**src/rtl/k_fft_pkg.sv**
```systemverilog
// Shared definitions for the radix-4 DIF FFT sequencer.
//  - Default transform size (LOG4N / N / ADDR_W).
//  - FSM state encoding of the butterfly sequencer.
//  - Butterfly address helpers (read address of leg m, twiddle exponent),
//    written with shifts and masks only so they stay cheap in hardware.
package k_fft_pkg;

  localparam int LOG4N  = 3;
  localparam int N      = 4 ** LOG4N;
  localparam int ADDR_W = 2 * LOG4N;

  typedef enum logic [1:0] {
    ST_IDLE,
    ST_RUN,
    ST_DRAIN,
    ST_DONE
  } fsm_state_e;

  // Read address of leg m (0..3) of butterfly b in stage s.
  // span = 4**(log4n-1-s); g = b/span; k = b%span; addr = 4*span*g + k + m*span.
  function automatic int bfly_rd_addr(int log4n, int s, int b, int m);
    int sh;
    int g;
    int k;
    sh = 2 * (log4n - 1 - s);
    g  = b >> sh;
    k  = b & ((1 << sh) - 1);
    return (g << (sh + 2)) + k + (m << sh);
  endfunction

  // Twiddle exponent for butterfly b in stage s: k * 4**s.
  function automatic int bfly_tw_idx(int log4n, int s, int b);
    int sh;
    int k;
    sh = 2 * (log4n - 1 - s);
    k  = b & ((1 << sh) - 1);
    return k << (2 * s);
  endfunction

endpackage

```
**src/rtl/k_dly_line.sv**
```systemverilog
// Stall-enabled shift register: dout is din delayed by DEPTH enabled cycles.
// Ports:
//  clk, rst_n  clock, asynchronous active-low reset (clears every tap)
//  en          1 = shift one position; 0 = hold all taps
//  din         WIDTH-bit input
//  dout        WIDTH-bit output of the last tap
module k_dly_line #(
  parameter int WIDTH = 8,
  parameter int DEPTH = 2
) (
  input  logic             clk,
  input  logic             rst_n,
  input  logic             en,
  input  logic [WIDTH-1:0] din,
  output logic [WIDTH-1:0] dout
);

  logic [WIDTH-1:0] taps [DEPTH];

  // NOTE: every tap is reset, not just the valid bit, so a reset mid-transform
  // leaves no stale write address behind and the outputs read exactly 0.
  always_ff @(posedge clk or negedge rst_n) begin
    if (!rst_n) begin
      for (int i = 0; i < DEPTH; i++) taps[i] <= '0;
    end else if (en) begin
      taps[0] <= din;
      for (int i = 1; i < DEPTH; i++) taps[i] <= taps[i-1];
    end
  end

  assign dout = taps[DEPTH-1];

endmodule

```
**src/rtl/k_dragonfly_seq.sv**
```systemverilog
// Sequencer for a radix-4 float dragonfly in an in-place N-point DIF FFT.
// Per stage it issues one butterfly per cycle (four read addresses, twiddle
// exponent, scaling code), then drains the dragonfly pipeline before the next
// stage so no stage reads a sample still in flight. Write-back addresses are
// the read addresses delayed PIPE_LAT unstalled cycles.
// Ports:
//  clk, rst_n            clock, asynchronous active-low reset
//  start                 begin a transform (sampled only in IDLE)
//  stall                 freeze all state; rd_en/wr_en forced low
//  scale_cfg             2-bit scaling code per stage, latched on start
//  busy, done            transform in progress / one-cycle completion pulse
//  stage                 current stage index
//  rd_en, rd_addr0..3    butterfly read strobe and addresses
//  tw_idx, scaling       twiddle exponent and scaling code, valid with rd_en
//  wr_en, wr_addr0..3    write-back strobe and addresses
module k_dragonfly_seq
  import k_fft_pkg::*;
#(
  parameter int  LOG4N    = k_fft_pkg::LOG4N,
  parameter int  PIPE_LAT = 2,
  localparam int ADDR_W   = 2 * LOG4N,
  localparam int STAGE_W  = (LOG4N > 1) ? $clog2(LOG4N) : 1
) (
  input  logic               clk,
  input  logic               rst_n,
  input  logic               start,
  input  logic               stall,
  input  logic [2*LOG4N-1:0] scale_cfg,
  output logic               busy,
  output logic               done,
  output logic [STAGE_W-1:0] stage,
  output logic               rd_en,
  output logic [ADDR_W-1:0]  rd_addr0,
  output logic [ADDR_W-1:0]  rd_addr1,
  output logic [ADDR_W-1:0]  rd_addr2,
  output logic [ADDR_W-1:0]  rd_addr3,
  output logic [ADDR_W-1:0]  tw_idx,
  output logic [1:0]         scaling,
  output logic               wr_en,
  output logic [ADDR_W-1:0]  wr_addr0,
  output logic [ADDR_W-1:0]  wr_addr1,
  output logic [ADDR_W-1:0]  wr_addr2,
  output logic [ADDR_W-1:0]  wr_addr3
);

  localparam int DLY_W = 1 + 4 * ADDR_W;
  localparam logic [ADDR_W-1:0]  B_LAST = ADDR_W'((1 << (2 * (LOG4N - 1))) - 1);
  localparam logic [STAGE_W-1:0] S_LAST = STAGE_W'(LOG4N - 1);
  localparam logic [3:0]         D_LAST = 4'(PIPE_LAT - 1);

  fsm_state_e           state_q, state_d;
  logic [ADDR_W-1:0]    b_q, b_d;
  logic [STAGE_W-1:0]   stage_q, stage_d;
  logic [3:0]           dcnt_q, dcnt_d;
  logic [2*LOG4N-1:0]   cfg_q, cfg_d;
  logic                 issue_d;
  logic                 rd_en_q;
  logic                 busy_q;
  logic                 done_q;
  logic [DLY_W-1:0]     dly_out;
  logic                 wr_v;

  // NOTE: all next-state signals get a default first, so no path through the
  // case leaves one unassigned and no latch is inferred.
  always_comb begin
    state_d = state_q;
    b_d     = b_q;
    stage_d = stage_q;
    dcnt_d  = dcnt_q;
    cfg_d   = cfg_q;
    unique case (state_q)
      ST_IDLE: begin
        // start is honoured even with stall high: nothing is in flight yet.
        if (start) begin
          state_d = ST_RUN;
          b_d     = '0;
          stage_d = '0;
          dcnt_d  = '0;
          cfg_d   = scale_cfg;
        end
      end
      ST_RUN: begin
        if (!stall) begin
          if (b_q == B_LAST) state_d = ST_DRAIN;
          else               b_d     = b_q + 1'b1;
        end
      end
      ST_DRAIN: begin
        if (!stall) begin
          if (dcnt_q == D_LAST) begin
            dcnt_d = '0;
            if (stage_q == S_LAST) begin
              state_d = ST_DONE;
            end else begin
              state_d = ST_RUN;
              stage_d = stage_q + 1'b1;
              b_d     = '0;
            end
          end else begin
            dcnt_d = dcnt_q + 1'b1;
          end
        end
      end
      // The done pulse is not held by stall: it always lasts one cycle.
      ST_DONE: state_d = ST_IDLE;
      default: state_d = ST_IDLE;
    endcase
  end

  assign issue_d = (state_d == ST_RUN);

  // Outputs are loaded from the next-state values so they are registered yet
  // line up with the cycle the FSM spends in RUN. A stalled RUN cycle recomputes
  // the same b, so the addresses hold.
  // NOTE: sequential state uses non-blocking assignments only, so every
  // register samples the pre-edge values regardless of statement order.
  always_ff @(posedge clk or negedge rst_n) begin
    if (!rst_n) begin
      state_q  <= ST_IDLE;
      b_q      <= '0;
      stage_q  <= '0;
      dcnt_q   <= '0;
      cfg_q    <= '0;
      rd_en_q  <= 1'b0;
      busy_q   <= 1'b0;
      done_q   <= 1'b0;
      rd_addr0 <= '0;
      rd_addr1 <= '0;
      rd_addr2 <= '0;
      rd_addr3 <= '0;
      tw_idx   <= '0;
      scaling  <= '0;
    end else begin
      state_q <= state_d;
      b_q     <= b_d;
      stage_q <= stage_d;
      dcnt_q  <= dcnt_d;
      cfg_q   <= cfg_d;
      rd_en_q <= issue_d;
      busy_q  <= (state_d == ST_RUN) || (state_d == ST_DRAIN);
      done_q  <= (state_d == ST_DONE);
      if (issue_d) begin
        rd_addr0 <= ADDR_W'(bfly_rd_addr(LOG4N, int'(stage_d), int'(b_d), 0));
        rd_addr1 <= ADDR_W'(bfly_rd_addr(LOG4N, int'(stage_d), int'(b_d), 1));
        rd_addr2 <= ADDR_W'(bfly_rd_addr(LOG4N, int'(stage_d), int'(b_d), 2));
        rd_addr3 <= ADDR_W'(bfly_rd_addr(LOG4N, int'(stage_d), int'(b_d), 3));
        tw_idx   <= ADDR_W'(bfly_tw_idx(LOG4N, int'(stage_d), int'(b_d)));
        scaling  <= cfg_d[2*int'(stage_d) +: 2];
      end
    end
  end

  // The delay line carries the ungated issue flag; it only shifts on
  // unstalled cycles, so a stalled RUN cycle is never captured twice.
  k_dly_line #(
    .WIDTH (DLY_W),
    .DEPTH (PIPE_LAT)
  ) u_wr_dly (
    .clk   (clk),
    .rst_n (rst_n),
    .en    (~stall),
    .din   ({rd_en_q, rd_addr0, rd_addr1, rd_addr2, rd_addr3}),
    .dout  (dly_out)
  );

  assign {wr_v, wr_addr0, wr_addr1, wr_addr2, wr_addr3} = dly_out;

  assign rd_en = rd_en_q & ~stall;
  assign wr_en = wr_v & ~stall;
  assign busy  = busy_q;
  assign done  = done_q;
  assign stage = stage_q;

endmodule

```
**config.mk**
```make
export PLATFORM = sky130hd
export DESIGN_NAME = k_dragonfly_seq
export DESIGN_NICKNAME = d
export VERILOG_FILES = /design/src/rtl/k_fft_pkg.sv /design/src/rtl/k_dly_line.sv /design/src/rtl/k_dragonfly_seq.sv
export SDC_FILE = /design/constraint.sdc
export NUM_CORES = 1
export LEC_CHECK = 0
export ABC_AREA = 1
export BUFFER_PORTS_ARGS = -buffer_cell sky130_fd_sc_hd__buf_2
export CAP_MARGIN = 10
export CORE_ASPECT_RATIO = 0.9
export CORE_MARGIN = 2
export CORE_UTILIZATION = 34
export CTS_CLUSTER_DIAMETER = 200
export DETAILED_ROUTE_END_ITERATION = 7
export SLEW_MARGIN = 10
export SYNTH_ARGS = -nofsm -noshare
export SYNTH_HDL_FRONTEND = slang
export SYNTH_SLANG_ARGS = --single-unit
```
**constraint.sdc**
```tcl
create_clock -name clk -period 6.1 [get_ports clk]
set_input_delay 0.915 -clock clk [delete_from_list [all_inputs] [get_ports clk]]
set_output_delay 0.915 -clock clk [all_outputs]
set_load 0.03 [all_outputs]
```
### After elaboration in Yosys (flattened, before gate mapping)

Cells that the tools add are included.

* add/subtract/negate cells: 11
* equal/unequal tests: 11
* shift-type cells: 8
* multiplexer cells: 25
* bitwise gates (word level): 4
* reductions and logical operators: 4

Operator list (count)
* $shl 2x32->6 const A: 2
* $mux 6: 8
* $add 32x3->32 const B: 1
* $and 7x32->32: 1
* $shl 1x32->32 const A: 1
* $shl 1x32->6 const A: 1
* $shl 32x3->6: 1
* $shl 32x32->6: 1
* $shr 6x32->32: 1
* $sub 32x2->32 const B: 1
* $add 6x6->6: 5
* $mux 2: 10
* $pmux 6 s3: 1
* $mux 4: 3
* $eq 2x2->1 const B: 5
* $pmux 2 s4: 1
* $pmux 4 s2: 1
* $add 6x1->6 const B: 1
* $eq 6x4->1 const B: 1
* $shiftx 6x4->2: 1
* $add 4x1->4 const B: 1
* $eq 2x1->1 const B: 2
* $eq 4x1->1 const B: 1
* $ne 2x2->1 const B: 2
* other kinds (9): 10

* bits in registers: 105
* output and inout bits: 62
* logic and storage cells: 79

### Depth between registers and ports, before layout

* depth after elaboration: 11
* depth in mapped cells: 31
* gate-level depth less buffers: 31

### Hierarchy

From an unflattened synthesis, not the netlist that was laid out.

* cell total of the unflattened synthesis: 674
* area total of the unflattened synthesis: 5535.3 µm²

By module, submodules not included
* k_dragonfly_seq: times used 1, cells each 437, area each 3349.5 µm², seq. area each 1326.3 µm²
* k_dly_line: times used 1, cells each 237, area each 2185.8 µm², seq. area each 1251.2 µm²

### Least setup slack after synthesis

No wires, ideal clock.

* path type: input -> register
* start: in stall
* end: reg rd_addr3[5]
* library setup time: 118 ps
* arrival: 4530 ps
* data required time: 5982 ps
* path slack: 1452 ps
* stages: 26
* path through: inv_2 -> nand2_1 -> clkinv_1 -> nand3_2 -> o21ai_4 -> inv_1 -> ha_1 -> inv_1 -> nor3_1 -> nor3_1 -> o21ai_1 -> nor2_1 -> ha_1 -> fa_1 -> xor2_1 -> ha_1 -> nand2_1 -> nor2_1 -> a211oi_1 -> nor2_1 -> nor2_1 -> nor2_1 -> nor2_1 -> nand3_1 -> nand3_1 -> nand2_1

* word-level cells in the longest chain between the ends: 8
* elaborated cells between the ends (all ways): 19

Ends and longest elaborated chain
* start, declared: line k_dragonfly_seq.sv:27 `input logic stall,`
* $mux 2 *: line k_dragonfly_seq.sv:89 `if (!stall) begin`
* $pmux 2 s2 *: line k_dragonfly_seq.sv:71 `unique case (state_q)`
* via stage_d[1]: line k_dragonfly_seq.sv:53 `logic [STAGE_W-1:0] stage_q, stage_d;`
* $sub 2x2->3 *: line k_fft_pkg.sv:25 `sh = 2 * (log4n - 1 - s);`
* branches (longest 4 deep; another with $add 32x3->32)
* $add 6x6->6 *: line k_fft_pkg.sv:28 `return (g << (sh + 2)) + k + (m << sh);`
* end signal, assigned: line k_dragonfly_seq.sv:146 `rd_addr3 <= ADDR_W'(bfly_rd_addr(LOG4N, int'(stage_d), int'(b_d), 3));`
* end, declared: line k_dragonfly_seq.sv:36 `output logic [ADDR_W-1:0] rd_addr3,`

Mark *: on every way through the listed nets, which the timed path passes.
A chain may end at the register's enable or synchronous reset.

### Worst setup path after layout

* start: in stall
* end: reg rd_addr3[5]

* word-level cells in the longest chain between the ends: 8
* elaborated cells between the ends (all ways): 19

Ends and longest elaborated chain
* branches (longest 8 deep; another with $add 32x3->32)

Parallel ways; which one is timed is not known.

==> flow_metrics.py <==
metrics = {
    "finish": {
        "final_cell_mix": "nand2_1 (222), dfrtp_1 (102), buf_2 (70), inv_1 (56), o21ai_0 (45)",
        "mostFrequentLayoutCell": "nand2_1",
        "synthToLayoutAreaGrowth_pct": 12.4,
        "final_layout_size_suffix_gt1_share_pct": 17.3,
        "fillers": 1546,
        "final_nets": 732,
        "utilization_pct": 39.0,
        "antenna_cells": 0,
        "layout.cell_area.non_filler_sq_um": 6020,
    },
    "hold_path": {
        "holdCritStartpoint": "u_wr_dly.taps[26]",
        "hold_class": "reg2reg",
    },
    "floorplanning": {
        "die_height_um": 123,
        "dieWidth_um": 136,
        "start_util_pct": 34.7,
        "ios": 72,
        "num_rows": 43,
        "die-area_sq_um": 16800,
        "core_region_area_sq_um": 15400,
    },
    "clock_tree": {
        "clock_latency_ns": 0.35,
        "ctsHoldBuffers": 0,
        "cts_setup_buffers": 0,
        "cts_tree": "built",
        "cts.sinks": 102,
        "cts.clk_slew.worst_paths_ns": 0.07,
        "clk_path_buf_depth": 2,
        "cts_resized": 0,
        "cts_root_buffer": "clkbuf_16",
        "cts_buffers": 9,
        "htree_levels": 3,
    },
    "critical_path": {
        "critPathMostFrequentCell": "nor2_1",
        "arrival_ns": 5.23,
        "timing.rr.start": "state_q[1]",
        "cp.required_ns": 6.39,
        "worstReg2RegEnd": "rd_addr3[5]",
        "critPathLaunchType": "input port",
        "end_kind": "register",
        "worstSetupEndpoint": "rd_addr3[5]",
        "cp.buffers_inverters": 5,
        "r2r_slack_ns": 1.27,
        "worstPathMaxFanout": 40,
        "crit_type": "in2reg",
        "reg2reg_depth": 29,
        "path_delay_family": "simple AND/OR/NAND/NOR gates",
        "slowest_delay_ns": 0.41,
        "startpoint": "stall",
        "slowest_stage": "ha_1",
        "crit_cells": 27,
    },
    "placement": {
        "place_area_sq_um": 5750,
        "gp_congestion": 0.845,
        "numPortBuffers": 71,
        "hpwlAfterDp_um": 8370,
    },
    "timing": {
        "slew_headroom_pct": 55.0,
        "rsz0062_at_grt": "false",
        "worst_slew_pin_slew_ns": 0.676,
        "fmax_ghz": 0.203,
        "period_share_pct": 80.9,
        "fin_tns_setup_ns": 0,
        "period_needed_ns": 4.94,
        "hold_violations": 0,
        "setup_viol": 0,
        "drv_slew": 0,
        "fin_skew_ns": 0.00935,
    },
    "job": {
        "drv_cap": 0,
    },
    "drt": {
        "drc": 0,
        "wire_per_inst_um": 13.0,
        "vias": 4049,
        "antenna_left": 0,
        "drtIter0Drc": 294,
        "vias_per_cell": 4.51,
        "drt_wl_total_um": 11700,
        "dr.pass1.iters": 4,
    },
    "yosys": {
        "yosys_register_bits": 102,
        "ys_types": 40,
        "yosysWarnings": 0,
        "netlist_area_sq_um": 5360,
        "ys_seq_area_share_pct": 47.6,
        "synth_nets": 689,
        "syn_inst": 647,
        "syn_area_per_cell_sq_um": 8.28,
    },
    "power": {
        "vdd_drop_max_v": 0.000157,
        "power_mw": 2.57,
        "p_leak_nw": 3.20,
        "power_density_nw_per_um2": 427,
    },
    "global_routing": {
        "grt.total_usage_pct": 14.6,
        "antenna_found_initial": 0,
        "grt_overflow_total": 0,
        "grt_pass1_vias": 3774,
        "grt_max_degree": 68,
        "grt_pass1_wl_um": 19100,
    },
    "run_status": {
        "status": "finished clean",
    },
}
==> metal layers <==
metal	vias up	global-route usage (%)	part of all wire, %
met5	-	0	0
met4	0	6.38	2.3
met1	1846	21.3	52
met3	19	2.75	3.9
met2	67	21.1	42
li1	2117	-	-
==> cell usage after synthesis (all sizes together) <==
library cell	instances	area, sq um
a211oi	1	7.51
a21oi	22	110
a31oi	2	12.5
buf	28	204
clkbuf	17	63.8
clkinv	2	7.51
dfrtp	102	2550
fa	2	40.0
ha	30	375
inv	63	236
nand2	227	870
nand3	29	165
nand3b	1	7.51
nand4	4	31.3
nor2	38	178
nor3	4	25.0
o2111ai	1	8.76
o211ai	4	30.0
o21a	1	7.51
o21ai	51	278
o21bai	1	7.51
o221ai	1	8.76
o22ai	4	25.0
o31ai	2	20.0
xnor2	4	35.0
xor2	6	52.6
==> final cells by class <==
cell class / instances / area [sq um] / share of cell area [%]
Sequential cell: 102 / 2550 / 42.4
Multi-Input combinational cell: 435 / 2290 / 38.1
Timing Repair Buffer: 77 / 403 / 6.69
Tap cell: 202 / 253 / 4.20
Inverter: 65 / 244 / 4.05
Clock buffer: 11 / 233 / 3.87
Clock inverter: 5 / 41.3 / 0.686
==> stage by stage <==
stage | setup WS, ns | instances | hold slack, ns
2_1_floorplan | 1.45 | 647 | 0.437
5_1_grt | 0.688 | 897 | 0.496
4_1_cts | 1.18 | 897 | 0.471
3_5_place_dp | 0.801 | 881 | 0.452
3_3_place_gp | 0.947 | 881 | 0.450
6_report | 1.16 | 897 | 0.470
==> flip-flops by register name, summed over array words and instances, names as in the netlist <==
signal         count
b_q                6
busy               1
cfg_q              6
dcnt_q             4
done               1
rd_addr0           6
rd_addr1           6
rd_addr2           5
rd_addr3           6
rd_en_q            1
scaling            2
stage              2
state_q            2
tw_idx             6
u_wr_dly.dout     24
u_wr_dly.taps     24
==> where the power goes <==
part           switching [mW]  total (mW)  internal [mW]  leakage, nW
Sequential              0.128        1.02          0.889         1.32
Clock                   0.264       0.546          0.282        0.127
Combinational           0.720        1.01          0.288         1.75
Total                    1.11        2.57           1.46         3.20
==> cell families (layout without fill, tap and decap cells) <==
logic type / Yosys count / in the layout / synth area share [%]
flip-flops: 102 / 102 / 47.6
AND/OR/NAND/NOR: 303 / 303 / 23.8
adder cells (fa/ha/maj): 32 / 32 / 7.75
buffers and inverters: 110 / 158 / 9.55
AO/OA/AOI/OAI: 90 / 90 / 9.62
XOR/XNOR: 10 / 10 / 1.63
==> worst min path at each step <==
stage	slack [ns]	endpoint	cells after the start
after floorplan	0.44	cfg_q[2]	2
after global placement	0.45	u_wr_dly.dout[1]	2
after detailed placement	0.45	u_wr_dly.dout[15]	2
after CTS	0.47	u_wr_dly.dout[15]	2
after global routing	0.50	cfg_q[2]	2
final	0.47	u_wr_dly.dout[1]	2
==> tightest hold or removal path: cells and delay by family, from the launching register on <==
family | cells | cell delay [ns]
DFF | 1 | 0.35
and+or+nand+nor | 2 | 0.09
Power figures use the tool's default switching activity.
